[config.mk]
export PLATFORM = sky130hd
export DESIGN_NAME = elbeth_alu_arbiter
export DESIGN_NICKNAME = d
export VERILOG_FILES = /design/src/rtl/elbeth_alu_arbiter_pkg.sv /design/src/rtl/elbeth_alu_arbiter_alu.sv /design/src/rtl/elbeth_alu_arbiter_grant2.sv /design/src/rtl/elbeth_alu_arbiter.sv
export SDC_FILE = /design/constraint.sdc
export NUM_CORES = 1
export LEC_CHECK = 0
export ABC_CLOCK_PERIOD_IN_PS = 4100
export BUFFER_PORTS_ARGS = -buffer_cell sky130_fd_sc_hd__buf_2
export CAP_MARGIN = 0
export CORE_AREA = 2 2 157 159
export DETAILED_ROUTE_END_ITERATION = 16
export DIE_AREA = 0 0 159 161
export SLEW_MARGIN = 20
export SYNTH_ARGS = -nofsm -noshare
export SYNTH_HDL_FRONTEND = slang
export SYNTH_HIERARCHICAL = 1
export SYNTH_SLANG_ARGS = --single-unit
[constraint.sdc]
create_clock -name clk -period 4.1 [get_ports clk]
set_input_delay 0.82 -clock clk [delete_from_list [all_inputs] [get_ports clk]]
set_output_delay 0.82 -clock clk [all_outputs]
set_load 0.02 [all_outputs]
[src/rtl/elbeth_alu_arbiter_pkg.sv]
// elbeth_alu_arbiter_pkg: shared op codes, FSM states and width defaults for the ALU arbiter
package elbeth_alu_arbiter_pkg;
  localparam int DATA_W_DEF = 32;
  localparam int OP_W_DEF = 4;
  localparam int ALU_ADD = 0;
  localparam int ALU_SUB = 1;
  localparam int ALU_AND = 2;
  localparam int ALU_OR = 3;
  localparam int ALU_SLT = 5;
  typedef enum logic [1:0] {ARB_IDLE, ARB_EXEC, ARB_RESP} arb_state_t;
endpackage

[src/rtl/elbeth_alu_arbiter_alu.sv]
// elbeth_alu: combinational ALU (ADD/SUB/AND/OR/signed SLT, zero for undefined op codes)
module elbeth_alu
  import elbeth_alu_arbiter_pkg::*;
#(
  parameter int DATA_W = DATA_W_DEF,
  parameter int OP_W = OP_W_DEF
) (
  input  logic [OP_W-1:0]   op,
  input  logic [DATA_W-1:0] a,
  input  logic [DATA_W-1:0] b,
  output logic [DATA_W-1:0] y
);
  always_comb
    y = op == OP_W'(ALU_ADD) ? a + b :
        op == OP_W'(ALU_SUB) ? a - b :
        op == OP_W'(ALU_AND) ? a & b :
        op == OP_W'(ALU_OR)  ? a | b :
        op == OP_W'(ALU_SLT) ? DATA_W'($signed(a) < $signed(b)) : '0;
endmodule

[src/rtl/elbeth_alu_arbiter_grant2.sv]
// elbeth_arb_grant2: 2-way grant, round-robin under ELBETH_ALU_ARB_RR_EN, else fixed priority to requester 0
module elbeth_arb_grant2 (
  input  logic [1:0] req_valid,
`ifdef ELBETH_ALU_ARB_RR_EN
  input  logic       last_grant,
`endif
  output logic       gnt
);
`ifdef ELBETH_ALU_ARB_RR_EN
  always_comb gnt = &req_valid ? ~last_grant : ~req_valid[0];
`else
  always_comb gnt = ~req_valid[0];
`endif
endmodule

[src/rtl/elbeth_alu_arbiter.sv]
// elbeth_alu_arbiter: shares one elbeth_alu between two valid/ready requesters; ELBETH_ALU_ARB_RR_EN selects round-robin
module elbeth_alu_arbiter
  import elbeth_alu_arbiter_pkg::*;
#(
  parameter int DATA_W = DATA_W_DEF,
  parameter int OP_W = OP_W_DEF
) (
  input  logic              clk,
  input  logic              rst,
  input  logic [1:0]        req_valid,
  output logic [1:0]        req_ready,
  input  logic [DATA_W-1:0] req_a0,
  input  logic [DATA_W-1:0] req_a1,
  input  logic [DATA_W-1:0] req_b0,
  input  logic [DATA_W-1:0] req_b1,
  input  logic [OP_W-1:0]   req_op0,
  input  logic [OP_W-1:0]   req_op1,
  output logic [1:0]        rsp_valid,
  input  logic [1:0]        rsp_ready,
  output logic [DATA_W-1:0] rsp_result,
  output logic              busy
);
  arb_state_t state;
  logic [DATA_W-1:0] a_q, b_q, alu_y;
  logic [OP_W-1:0] op_q;
  logic gnt, gnt_q;
`ifdef ELBETH_ALU_ARB_RR_EN
  logic last_grant;
  elbeth_arb_grant2 u_grant (.req_valid(req_valid), .last_grant(last_grant), .gnt(gnt));
`else
  elbeth_arb_grant2 u_grant (.req_valid(req_valid), .gnt(gnt));
`endif
  elbeth_alu #(.DATA_W(DATA_W), .OP_W(OP_W)) u_alu (.op(op_q), .a(a_q), .b(b_q), .y(alu_y));
  assign req_ready = (state == ARB_IDLE && |req_valid) ? (gnt ? 2'b10 : 2'b01) : 2'b00;
  assign busy = state != ARB_IDLE;
  always_ff @(posedge clk) begin
    if (rst) begin
      state <= ARB_IDLE;
      a_q <= '0;
      b_q <= '0;
      op_q <= '0;
      gnt_q <= 1'b0;
      rsp_valid <= 2'b00;
      rsp_result <= '0;
`ifdef ELBETH_ALU_ARB_RR_EN
      last_grant <= 1'b1;
`endif
    end else begin
      case (state)
        ARB_IDLE: if (|req_valid) begin
          a_q <= gnt ? req_a1 : req_a0;
          b_q <= gnt ? req_b1 : req_b0;
          op_q <= gnt ? req_op1 : req_op0;
          gnt_q <= gnt;
`ifdef ELBETH_ALU_ARB_RR_EN
          last_grant <= gnt;
`endif
          state <= ARB_EXEC;
        end
        ARB_EXEC: begin
          rsp_result <= alu_y;
          rsp_valid <= gnt_q ? 2'b10 : 2'b01;
          state <= ARB_RESP;
        end
        ARB_RESP: if (rsp_ready[gnt_q]) begin
          rsp_valid <= 2'b00;
          state <= ARB_IDLE;
        end
        default: state <= ARB_IDLE;
      endcase
    end
  end
endmodule

==> insert_results.sql, run 1 <==
INSERT INTO impl_metrics (metric_group, metric, value, unit) VALUES
('outcome', 'status', 'finished, final reports clean', ''),
('detailed_routing', 'dr_total_vias', '9345', ''),
('timing', 'timing.max_slew.rel_slack', '41.4', '%'),
('floorplanning', 'ioPinCount', '179', ''),
('flow_run', 'drv.max_cap_violation_count', '0', ''),
('layout', 'nets', '1604', ''),
('setup_path', 'data_required_time_of_the_worst_path', '4.39', 'ns'),
('detailed_routing', 'routed_wl_per_cell', '16.8', 'microns'),
('setup_path', 'crit_path_start_kind', 'flip-flop', ''),
('setup_path', 'rr_worst_depth', '13', ''),
('yosys', 'synth.avg_cell_area', '7.55', 'sq um'),
('layout', 'stdcell_area', '10700', 'sq um'),
('floorplanning', 'std_cell_rows', '57', ''),
('clock_tree', 'clock_path_buffers', '2', ''),
('detailed_routing', 'drt_iter0_markers', '685', ''),
('timing', 'totalNegativeSetupSlack', '0', 'ns'),
('detailed_routing', 'first_pass_iters', '7', ''),
('layout', 'layout_commonest_cell', 'sky130_fd_sc_hd__a21oi_1', ''),
('power_and_ir_drop', 'leakage', '4.74', 'nW'),
('detailed_routing', 'antenna_left', '0', ''),
('grt', 'grt.overflow.total', '0', ''),
('yosys', 'synth.yosys.warnings', '6', ''),
('detailed_routing', 'finalWirelength', '28400', 'microns'),
('clock_tree', 'maximum_level_of_the_cts_h_tree', '3', ''),
('clock_tree', 'clock_sinks', '105', ''),
('floorplanning', 'initial_utilization', '39.2', '%'),
('layout', 'most-common-layout-cells', '188 x sky130_fd_sc_hd__a21oi_1, 177 x sky130_fd_sc_hd__buf_2, 118 x sky130_fd_sc_hd__nand2_1', ''),
('floorplanning', 'dieArea', '25600', 'sq um'),
('timing', 'setup_repair_after_global_routing_missed_its_margin', 'no', ''),
('clock_tree', 'cts.clk_slew.worst_paths', '0.08', 'ns'),
('clock_tree', 'tritoncts', 'built', ''),
('power_and_ir_drop', 'vdd_ir_drop_max', '0.169', 'mV'),
('layout', 'final_core_util', '44.8', '%'),
('timing', 'timing.final.hold_violations', '0', ''),
('clock_tree', 'ctsRootBufferMaster', 'sky130_fd_sc_hd__clkbuf_16', ''),
('layout', 'flow.area_growth_from_synthesis', '14.3', '%'),
('timing', 'fin_skew', '0.0126', 'ns'),
('worst_hold_path', 'hold_path_startpoint', 'rsp_result[8]$_SDFFE_PP0P_', ''),
('placed_design', 'port_buffers', '178', ''),
('detailed_routing', 'drc', '0', ''),
('clock_tree', 'hold_buffers', '0', ''),
('yosys', 'synthCells', '1245', ''),
('grt', 'antenna_violations_before_repair', '0', ''),
('grt', 'grt_first_pass_wirelength', '45700', 'microns'),
('timing', 'final.min_clock_period', '3.66', 'ns'),
('setup_path', 'cp_max_fo', '5', ''),
('grt', 'grt_max_degree', '69', ''),
('placed_design', 'dp_hpwl', '21300', 'microns'),
('clock_tree', 'cts_setup_buffers', '0', ''),
('yosys', 'yosysUniqueCellTypes', '70', ''),
('timing', 'fin_worst_hold_slack', '0.453', 'ns'),
('floorplanning', 'core_area', '24000', 'sq um'),
('timing', 'transition_time_of_the_tightest_slew_check_pin', '0.879', 'ns'),
('setup_path', 'critical_path.endpoint_type', 'flip-flop', ''),
('yosys', 'yosys_register_bits', '105', ''),
('grt', 'gr-usage-all-layers', '21.7', '%'),
('yosys', 'ys_async_sr_fraction', '0', '%'),
('setup_path', 'critPathKind', 'reg -> reg', ''),
('yosys', 'synth_nets', '1485', ''),
('timing', 'achievable-frequency', '0.273', 'GHz'),
('placed_design', 'place.gp.congestion', '0.928', ''),
('floorplanning', 'die_width', '159', 'microns'),
('yosys', 'number_of_enable_type_register_cells_in_the_synthesized_netlist', '0', ''),
('timing', 'setup_violations', '0', ''),
('clock_tree', 'cts_buffers', '9', ''),
('yosys', 'syn_area', '9400', 'sq um'),
('timing', 'finalMaxSlewViolations', '0', ''),
('setup_path', 'worstReg2RegStart', 'a_q[1]$_SDFFE_PP0P_', ''),
('layout', 'fillers', '2508', ''),
('floorplanning', 'fp.dieH', '161', 'microns'),
('layout', 'drive_above_1_share', '18.2', '%');
==> per-stage QoR <==
step                      setup WS [ns]  cells
final                             0.441   1693
after global routing              0.166   1693
after global placement            0.616   1677
after floorplan                    1.02   1245
after CTS                         0.541   1693
after detailed placement          0.569   1677
==> kinds of logic after synthesis <==
| group | synth area share (%) |
|---|---|
| flops | 22.4 |
| compound gates | 31.9 |
| xor+xnor | 1.77 |
| mux | 8.17 |
| simple gates | 13.9 |
| fa+ha+maj | 13.2 |
| buf+inv | 8.66 |
==> cell type report <==
class / instances / area (sq um) / area share, %
clock buffer: 10 / 229 / 2.13
sequential: 105 / 2100 / 19.6
clock inverter: 6 / 52.6 / 0.489
timing repair buffer: 196 / 1050 / 9.80
tap: 324 / 405 / 3.77
multi-input combinational: 943 / 6490 / 60.4
inverter: 109 / 410 / 3.82
==> layer usage <==
layer  wire [microns]  vias to the layer above  GRT usage [%]
met2            12300                      315           33.3
met3             1680                       30           3.65
met5                0                        -              0
met4              410                        0           4.30
li1                 -                     4672              -
met1            13900                     4328           32.1
==> worst max-delay path: stages, from the launching register on <==
cell	delay [ns]
sky130_fd_sc_hd__dfxtp_1	0.39
sky130_fd_sc_hd__inv_1	0.12
sky130_fd_sc_hd__ha_1	0.33
sky130_fd_sc_hd__o21bai_1	0.21
sky130_fd_sc_hd__o2111ai_1	0.22
sky130_fd_sc_hd__a2111oi_1	0.64
sky130_fd_sc_hd__a211o_1	0.33
sky130_fd_sc_hd__nand2_1	0.10
sky130_fd_sc_hd__o21ai_0	0.16
sky130_fd_sc_hd__xnor2_1	0.16
sky130_fd_sc_hd__nor2_1	0.05
sky130_fd_sc_hd__a211oi_1	0.58
sky130_fd_sc_hd__nand2_1	0.15
sky130_fd_sc_hd__a21oi_1	0.15
==> state kept, by name, indices dropped and copies added (netlist names) <==
| signal | count |
|---|---|
| a_q | 32 |
| gnt_q | 1 |
| b_q | 32 |
| rsp_result | 32 |
| state | 2 |
| rsp_valid | 2 |
| op_q | 4 |
==> where the power goes <==
group          switching, mW  internal [mW]  total (mW)  leakage [nW]
registers              0.115           1.13        1.25         0.867
logic                   1.25          0.754        2.00          3.74
clock network          0.438          0.422       0.860         0.131
total                   1.80           2.31        4.11          4.74
==> synth_stat cells, drive strengths merged, types with 7 or more instances <==
library cell    n  area share, %
buf            49            2.8
nand2         118            4.7
or3             7           0.47
xnor2          19            1.8
inv           109            4.4
o31ai           8           0.64
o21ai          58            3.1
nand3          15           0.80
nor2           84            3.5
nor3           22            1.2
dfxtp         105             22
nor2b           8           0.53
a31oi          11           0.73
ha             96             13
o21bai         12           0.96
a211oi         83            7.7
mux2i          73            7.8
o211ai          8           0.69
a21oi         188             10
a21o           24            1.9
a22oi           8           0.64
clkbuf         39            1.6
nor4           10           0.67
nand2b          9           0.60
==> worst paths after layout <==
kind	to	slack, ns
setup / recovery	rsp_result[13]$_SDFFE_PP0P_	0.44
hold / removal	rsp_result[8]$_SDFFE_PP0P_	0.45
setup reg to reg	rsp_result[13]$_SDFFE_PP0P_	0.44
hold reg to reg	rsp_result[8]$_SDFFE_PP0P_	0.45
Power figures use the tool's default switching activity.
==> run 2: changes to the inputs <==
--- a/config.mk
+++ b/config.mk
@@ -11,6 +11,7 @@
 export CORE_AREA = 2 2 157 159
 export DETAILED_ROUTE_END_ITERATION = 16
 export DIE_AREA = 0 0 159 161
+export SETUP_SLACK_MARGIN = 0.5
 export SLEW_MARGIN = 20
 export SYNTH_ARGS = -nofsm -noshare
 export SYNTH_HDL_FRONTEND = slang
==> run 2 against run 1 <==
Die area stayed put. Non-clock buffer count is 1 higher. Via count hardly changed. Sequential share of layout area is 0.16 points lower. Utilization is 0.38 points higher. Sequential cell count stayed put. Global-route usage stayed put.
==> insert_results.sql, run 2 (synthesis results as in run 1) <==
INSERT INTO impl_metrics (metric_group, metric, value, unit) VALUES
('outcome', 'status', 'finished, final reports clean', ''),
('power_and_ir_drop', 'vdd_ir_drop_max', '0.168', 'mV'),
('detailed_routing', 'post_drt_via_cell_ratio', '5.52', ''),
('setup_path', 'worstPathArrival', '3.65', 'ns'),
('detailed_routing', 'routed_wl_per_cell', '16.8', 'microns'),
('timing', 'post-route-period-util', '83.6', '%'),
('setup_path', 'crit_path_start_kind', 'flip-flop', ''),
('setup_path', 'cp_slowest_cell', 'sky130_fd_sc_hd__fa_1', ''),
('power_and_ir_drop', 'pwr_density_cell', '384', 'nW/um^2'),
('layout', 'flow.area_growth_from_synthesis', '15.3', '%'),
('timing', 'timing.max_slew.rel_slack', '41.8', '%'),
('timing', 'setup_repair_after_global_routing_missed_its_margin', 'yes', ''),
('setup_path', 'worst_path_largest_cell_delay', '0.40', 'ns'),
('floorplanning', 'die_width', '159', 'microns'),
('clock_tree', 'cts.clk_slew.worst_paths', '0.08', 'ns'),
('detailed_routing', 'drc', '0', ''),
('detailed_routing', 'dr_total_vias', '9349', ''),
('floorplanning', 'dieArea', '25600', 'sq um'),
('layout', 'num_antenna_cells', '0', ''),
('setup_path', 'cp_max_fo', '3', ''),
('floorplanning', 'ioPinCount', '179', ''),
('clock_tree', 'clock_sinks', '105', ''),
('worst_hold_path', 'hold_class', 'reg -> reg', ''),
('grt', 'grt_max_degree', '69', ''),
('timing', 'transition_time_of_the_tightest_slew_check_pin', '0.873', 'ns'),
('clock_tree', 'cts_buffers', '9', ''),
('flow_run', 'drv.max_cap_violation_count', '0', ''),
('placed_design', 'place.gp.congestion', '0.928', ''),
('timing', 'finalMaxSlewViolations', '0', ''),
('floorplanning', 'initial_utilization', '39.2', '%'),
('clock_tree', 'tritoncts', 'built', ''),
('clock_tree', 'clock_path_buffers', '2', ''),
('setup_path', 'r2r_setup_slack', '0.67', 'ns'),
('placed_design', 'detailed_place.area', '10500', 'sq um'),
('timing', 'totalNegativeSetupSlack', '0', 'ns'),
('setup_path', 'kind_of_cell_adding_the_most_delay_to_the_critical_path', 'compound AO/OA/AOI/OAI gates', ''),
('clock_tree', 'ctsRootBufferMaster', 'sky130_fd_sc_hd__clkbuf_16', ''),
('grt', 'grt_first_pass_wirelength', '45700', 'microns'),
('clock_tree', 'maximum_level_of_the_cts_h_tree', '3', ''),
('timing', 'fin_worst_hold_slack', '0.453', 'ns'),
('layout', 'nets', '1605', ''),
('clock_tree', 'clk-insertion-delay-late', '0.37', 'ns'),
('grt', 'grt.overflow.total', '0', ''),
('setup_path', 'critical_path.endpoint_type', 'flip-flop', ''),
('timing', 'setup_violations', '0', ''),
('floorplanning', 'std_cell_rows', '57', ''),
('layout', 'most-common-layout-cells', '188 x sky130_fd_sc_hd__a21oi_1, 177 x sky130_fd_sc_hd__buf_2, 118 x sky130_fd_sc_hd__nand2_1', ''),
('layout', 'layout_commonest_cell', 'sky130_fd_sc_hd__a21oi_1', ''),
('placed_design', 'dp_hpwl', '21300', 'microns'),
('grt', 'antenna_violations_before_repair', '0', ''),
('layout', 'reg_top3', 'a_q (32), b_q (32), rsp_result (32)', ''),
('grt', 'gr-usage-all-layers', '21.7', '%'),
('timing', 'final.min_clock_period', '3.43', 'ns'),
('setup_path', 'data_required_time_of_the_worst_path', '4.32', 'ns'),
('timing', 'achievable-frequency', '0.292', 'GHz'),
('layout', 'drive_above_1_share', '19.1', '%'),
('detailed_routing', 'finalWirelength', '28400', 'microns'),
('timing', 'fin_skew', '0.0120', 'ns'),
('floorplanning', 'core_area', '24000', 'sq um'),
('detailed_routing', 'first_pass_iters', '5', ''),
('grt', 'number_of_global_route_vias_before_repair', '8538', ''),
('detailed_routing', 'antenna_left', '0', ''),
('setup_path', 'crit_buf_inv', '2', ''),
('floorplanning', 'fp.dieH', '161', 'microns'),
('power_and_ir_drop', 'leakage', '4.76', 'nW'),
('detailed_routing', 'drt_iter0_markers', '733', ''),
('layout', 'stdcell_area', '10800', 'sq um'),
('timing', 'timing.final.hold_violations', '0', ''),
('setup_path', 'critPathKind', 'reg -> reg', ''),
('placed_design', 'port_buffers', '178', ''),
('setup_path', 'critical_path.cell_chain', 'inv_1, ha_1, fa_1, o21bai_1, o2111ai_2, a211oi_2, nor3_1, o31a_1, o41ai_4, buf_4, a31oi_1, o32a_1, nand2_1, a21oi_1', '');
## run 2: changes by cell type in the layout (fill, tap and decap cells not counted), sizes merged
cell	before	now
buf	196	197
## run 2: worst min-delay path: stages (launching register included)
cell and delay [ns]:
sky130_fd_sc_hd__dfxtp_1 0.31, sky130_fd_sc_hd__nand2_1 0.05, sky130_fd_sc_hd__a21oi_1 0.05
## run 2: cell type report
| class | count | area [sq um] |
|---|---|---|
| fillers | 2495 | 13100 |
| flip-flops and latches | 105 | 2100 |
| inverters | 109 | 410 |
| repair buffers | 197 | 1060 |
| clock buffers | 10 | 229 |
| clock inverters | 6 | 52.6 |
| multi-input cells | 943 | 6570 |
| well taps | 324 | 405 |
## run 2: path summary, 6_finish.rpt
path / cells after the start / from / to
worst max register to register: 14 / a_q[0]$_SDFFE_PP0P_ / rsp_result[28]$_SDFFE_PP0P_
worst max-delay path: 14 / a_q[0]$_SDFFE_PP0P_ / rsp_result[28]$_SDFFE_PP0P_
worst min register to register: 2 / rsp_result[8]$_SDFFE_PP0P_ / rsp_result[8]$_SDFFE_PP0P_
worst min-delay path: 2 / rsp_result[8]$_SDFFE_PP0P_ / rsp_result[8]$_SDFFE_PP0P_
## run 2: layer usage
metal	vias up	global-route usage [%]	wire length [microns]
met5	-	0	0
met4	0	4.30	388
met3	27	3.65	1730
met2	317	33.3	12400
met1	4323	32.1	13900
li1	4682	-	-
## run 2: stage by stage
step	cells	setup slack [ns]	total power [mW]	util, %
after floorplan	1245	1.02	2.69	-
after global placement	1677	0.616	3.25	43.7
after detailed placement	1677	0.569	3.25	43.7
after CTS	1693	0.541	4.12	44.8
after global routing	1694	0.441	4.46	45.2
final	1694	0.674	4.16	45.2
## run 2: repair_timing
| action | CTS | global route |
|---|---|---|
| gates resized for setup | 0 | 15 |
| setup buffers | 0 | 1 |
| setup endpoints to repair | 0 | 16 |
| hold buffers | 0 | 0 |
## run 2: where the power goes
part / leakage (nW) / switching (mW) / total (mW) / internal [mW]
clock network: 0.131 / 0.438 / 0.860 / 0.422
registers: 0.867 / 0.114 / 1.25 / 1.13
logic: 3.76 / 1.27 / 2.05 / 0.777
==> run 3: changes to the inputs <==
--- a/config.mk
+++ b/config.mk
@@ -5,12 +5,13 @@
 export SDC_FILE = /design/constraint.sdc
 export NUM_CORES = 1
 export LEC_CHECK = 0
-export ABC_CLOCK_PERIOD_IN_PS = 4100
+export ABC_AREA = 1
+export ABC_CLOCK_PERIOD_IN_PS = 3180
 export BUFFER_PORTS_ARGS = -buffer_cell sky130_fd_sc_hd__buf_2
 export CAP_MARGIN = 0
-export CORE_AREA = 2 2 157 159
+export CORE_AREA = 2 2 166 168
 export DETAILED_ROUTE_END_ITERATION = 16
-export DIE_AREA = 0 0 159 161
+export DIE_AREA = 0 0 168 170
 export SETUP_SLACK_MARGIN = 0.5
 export SLEW_MARGIN = 20
 export SYNTH_ARGS = -nofsm -noshare
==> constraint.sdc (replaced) <==
create_clock -name clk -period 3.18 [get_ports clk]
set_input_delay 0.636 -clock clk [delete_from_list [all_inputs] [get_ports clk]]
set_output_delay 0.636 -clock clk [all_outputs]
set_load 0.02 [all_outputs]
==> run 3 against run 2 <==
Worst setup slack lost 0.13 ns. Non-clock buffer count down 4. Largest power group unchanged. Power increased by 28%. Fmax grew 30%. Critical path type unchanged. Utilization decreased by 0.28 points. Clock skew barely moved.
==> insert_results.sql, run 3 <==
INSERT INTO impl_metrics (metric_group, metric, value, unit) VALUES
('outcome', 'status', 'finished, final reports clean', ''),
('worst_hold_path', 'hold_class', 'reg -> reg', ''),
('yosys', 'synthFlopType', 'sky130_fd_sc_hd__dfxtp_1', ''),
('grt', 'grt_first_pass_wirelength', '58500', 'microns'),
('layout', 'reg_top3', 'a_q (32), b_q (32), rsp_result (32)', ''),
('floorplanning', 'ioPinCount', '179', ''),
('clock_tree', 'cts_buffers', '9', ''),
('yosys', 'ys_async_sr_fraction', '0', '%'),
('timing', 'achievable-frequency', '0.379', 'GHz'),
('placed_design', 'dp_hpwl', '30600', 'microns'),
('clock_tree', 'ctsRootBufferMaster', 'sky130_fd_sc_hd__clkbuf_16', ''),
('clock_tree', 'cts.clk_slew.worst_paths', '0.09', 'ns'),
('layout', 'fillers', '2969', ''),
('grt', 'gr-usage-all-layers', '26.4', '%'),
('placed_design', 'detailed_place.area', '11500', 'sq um'),
('layout', 'most-common-layout-cells', '699 x sky130_fd_sc_hd__nand2_1, 231 x sky130_fd_sc_hd__inv_1, 178 x sky130_fd_sc_hd__buf_2', ''),
('setup_path', 'crit_path_frequent_cell', 'sky130_fd_sc_hd__nand2_1', ''),
('timing', 'totalNegativeSetupSlack', '0', 'ns'),
('yosys', 'synth.yosys.warnings', '6', ''),
('clock_tree', 'clk-insertion-delay-late', '0.37', 'ns'),
('detailed_routing', 'routed_wl_per_cell', '16.5', 'microns'),
('layout', 'nets', '2215', ''),
('setup_path', 'worstPathArrival', '2.90', 'ns'),
('yosys', 'synth_nets', '2085', ''),
('clock_tree', 'tritoncts', 'built', ''),
('timing', 'post-route-period-util', '82.9', '%'),
('layout', 'post_layout_nonfiller_instances', '2322', ''),
('timing', 'setup_repair_after_global_routing_missed_its_margin', 'yes', ''),
('setup_path', 'data_required_time_of_the_worst_path', '3.45', 'ns'),
('power_and_ir_drop', 'vdd_ir_drop_max', '0.237', 'mV'),
('timing', 'fin_worst_hold_slack', '0.486', 'ns'),
('clock_tree', 'clock_sinks', '105', ''),
('detailed_routing', 'wl_met1', '19400', 'microns'),
('timing', 'fin_skew', '0.0118', 'ns'),
('detailed_routing', 'drt_iter0_markers', '1043', ''),
('timing', 'timing.final.hold_violations', '0', ''),
('yosys', 'yosys.cell_count.top_type', 'sky130_fd_sc_hd__nand2_1', ''),
('clock_tree', 'clock_path_buffers', '2', ''),
('placed_design', 'worst_setup_slack_post_dpl', '0.540', 'ns'),
('yosys', 'synthCells', '1845', ''),
('layout', 'flow.area_growth_from_synthesis', '14.0', '%'),
('yosys', 'post-synth-top-area-fraction', '25.0', '%'),
('floorplanning', 'fp.dieH', '170', 'microns'),
('setup_path', 'critical_path.cell_chain', 'inv_1, ha_1, inv_1, nand2_1, nor2_1, nand2_1, nor3_1, nand2_1, nand4_1, nand2_1, nand2_1, nand3b_1, nor2_1, nor2_1', ''),
('detailed_routing', 'antenna_left', '0', ''),
('grt', 'grt_max_degree', '72', ''),
('layout', 'layout_commonest_cell', 'sky130_fd_sc_hd__nand2_1', ''),
('grt', 'number_of_global_route_vias_before_repair', '10608', ''),
('yosys', 'sequential_cell_area_fraction_in_the_yosys_report', '20.0', '%'),
('timing', 'final.min_clock_period', '2.64', 'ns'),
('detailed_routing', 'met3_wirelength', '2900', 'microns'),
('flow_run', 'drv.max_cap_violation_count', '0', ''),
('yosys', 'yosys-top-cells-area', 'sky130_fd_sc_hd__nand2_1 25%, sky130_fd_sc_hd__dfxtp_1 20%, sky130_fd_sc_hd__ha_1 11%, sky130_fd_sc_hd__inv_1 8.3%, sky130_fd_sc_hd__a21oi_1 7.2%', ''),
('setup_path', 'critPathKind', 'reg -> reg', ''),
('timing', 'finalMaxSlewViolations', '0', ''),
('floorplanning', 'initial_utilization', '39.4', '%'),
('grt', 'antenna_violations_before_repair', '0', ''),
('detailed_routing', 'post_drt_via_cell_ratio', '5.07', ''),
('setup_path', 'crit_path_start_kind', 'flip-flop', ''),
('placed_design', 'port_buffers', '178', ''),
('detailed_routing', 'finalWirelength', '38400', 'microns'),
('layout', 'drive_above_1_share', '14.5', '%'),
('setup_path', 'critical_path.endpoint_type', 'flip-flop', ''),
('placed_design', 'dp.cells', '2304', ''),
('timing', 'setup_violations', '0', ''),
('floorplanning', 'core_area', '26700', 'sq um'),
('setup_path', 'crit_buf_inv', '2', ''),
('setup_path', 'cp_slowest_cell', 'sky130_fd_sc_hd__ha_1', ''),
('timing', 'worst_slack', '0.544', 'ns'),
('detailed_routing', 'drc', '0', ''),
('grt', 'grt.overflow.total', '0', ''),
('yosys', 'synth.avg_cell_area', '5.69', 'sq um'),
('yosys', 'yosys_register_bits', '105', ''),
('yosys', 'number_of_enable_type_register_cells_in_the_synthesized_netlist', '0', ''),
('setup_path', 'kind_of_cell_adding_the_most_delay_to_the_critical_path', 'simple AND/OR/NAND/NOR gates', ''),
('detailed_routing', 'first_pass_iters', '7', ''),
('clock_tree', 'maximum_level_of_the_cts_h_tree', '3', ''),
('detailed_routing', 'top_signal_layer_used', 'met4', ''),
('yosys', 'yosysUniqueCellTypes', '40', ''),
('detailed_routing', 'dr_total_vias', '11762', ''),
('detailed_routing', 'met2WireLength', '15500', 'microns'),
('layout', 'stdcell_area', '12000', 'sq um'),
('floorplanning', 'std_cell_rows', '60', ''),
('setup_path', 'worst_path_largest_cell_delay', '0.42', 'ns'),
('timing', 'transition_time_of_the_tightest_slew_check_pin', '1.01', 'ns'),
('setup_path', 'cp_max_fo', '7', ''),
('power_and_ir_drop', 'fin_total_pwr', '5.32', 'mW'),
('yosys', 'syn_area', '10500', 'sq um'),
('yosys', 'ys_top_cells_by_count', '699 x sky130_fd_sc_hd__nand2_1, 233 x sky130_fd_sc_hd__inv_1, 171 x sky130_fd_sc_hd__nor2_1', ''),
('layout', 'final_core_util', '44.9', '%'),
('floorplanning', 'die_width', '168', 'microns'),
('power_and_ir_drop', 'pwr_density_cell', '444', 'nW/um^2'),
('floorplanning', 'dieArea', '28600', 'sq um'),
('yosys', 'synthDominantAreaCellType', 'sky130_fd_sc_hd__nand2_1', ''),
('power_and_ir_drop', 'leakage', '6.24', 'nW'),
('timing', 'timing.max_slew.rel_slack', '32.3', '%'),
('placed_design', 'place.gp.congestion', '0.964', '');
==> run 3: changes by cell type after synthesis, sizes merged, moves of 60 or more <==
cell | before | now
nor2 | 84 | 177
inv | 109 | 240
mux2i | 73 | 0
nand3 | 15 | 75
a211oi | 83 | 0
nand2 | 118 | 718
==> run 3: layout make-up <==
cell class | instances | area [sq um] | share of cell area (%)
diodes | 1 | 2.50 | 0.0209
clock inverters | 7 | 97.6 | 0.815
multi-input cells | 1426 | 7210 | 60.2
inverters | 240 | 901 | 7.52
repair buffers | 193 | 1000 | 8.38
well taps | 341 | 427 | 3.56
clock buffers | 9 | 225 | 1.88
flip-flops and latches | 105 | 2100 | 17.6
==> run 3: where the power goes <==
group | internal (mW) | switching [mW]
logic | 0.791 | 1.70
clock network | 0.636 | 0.642
registers | 1.44 | 0.107
total | 2.87 | 2.45
==> run 3: cell families after synthesis <==
group | after synthesis | share of synthesized area, %
adder cells (fa/ha/maj) | 98 | 11.8
AO/OA/AOI/OAI | 286 | 14.4
flip-flops | 105 | 20.0
buffers and inverters | 314 | 12.3
XOR/XNOR | 15 | 1.25
AND/OR/NAND/NOR | 1027 | 40.1
==> run 3: timing repair <==
action | CTS | global route
hold buffers | 0 | 0
endpoints found under the setup margin | 0 | 21
gates resized for setup | 0 | 33
buffers inserted | 0 | 1
==> run 3: per-layer routing <==
metal  GRT usage (%)  vias up
li1                -     6008
met1            40.5     5301
met2            39.5      419
met3            2.93       34
met4            5.52        0
met5               0        -
==> run 3: tightest hold or removal path: stages, from the launching register on <==
cell	delay [ns]
sky130_fd_sc_hd__dfxtp_1	0.33
sky130_fd_sc_hd__nand2_1	0.07
sky130_fd_sc_hd__a21oi_1	0.05
==> run 3: final timing paths <==
path | depth (start not counted) | slack, ns | startpoint | endpoint
max | 14 | 0.54 | a_q[23]$_SDFFE_PP0P_ | rsp_result[25]$_SDFFE_PP0P_
min | 2 | 0.49 | rsp_valid[0]$_SDFFE_PP0P_ | rsp_valid[0]$_SDFFE_PP0P_
max reg2reg | 14 | 0.54 | a_q[23]$_SDFFE_PP0P_ | rsp_result[25]$_SDFFE_PP0P_
min reg2reg | 2 | 0.49 | rsp_valid[0]$_SDFFE_PP0P_ | rsp_valid[0]$_SDFFE_PP0P_
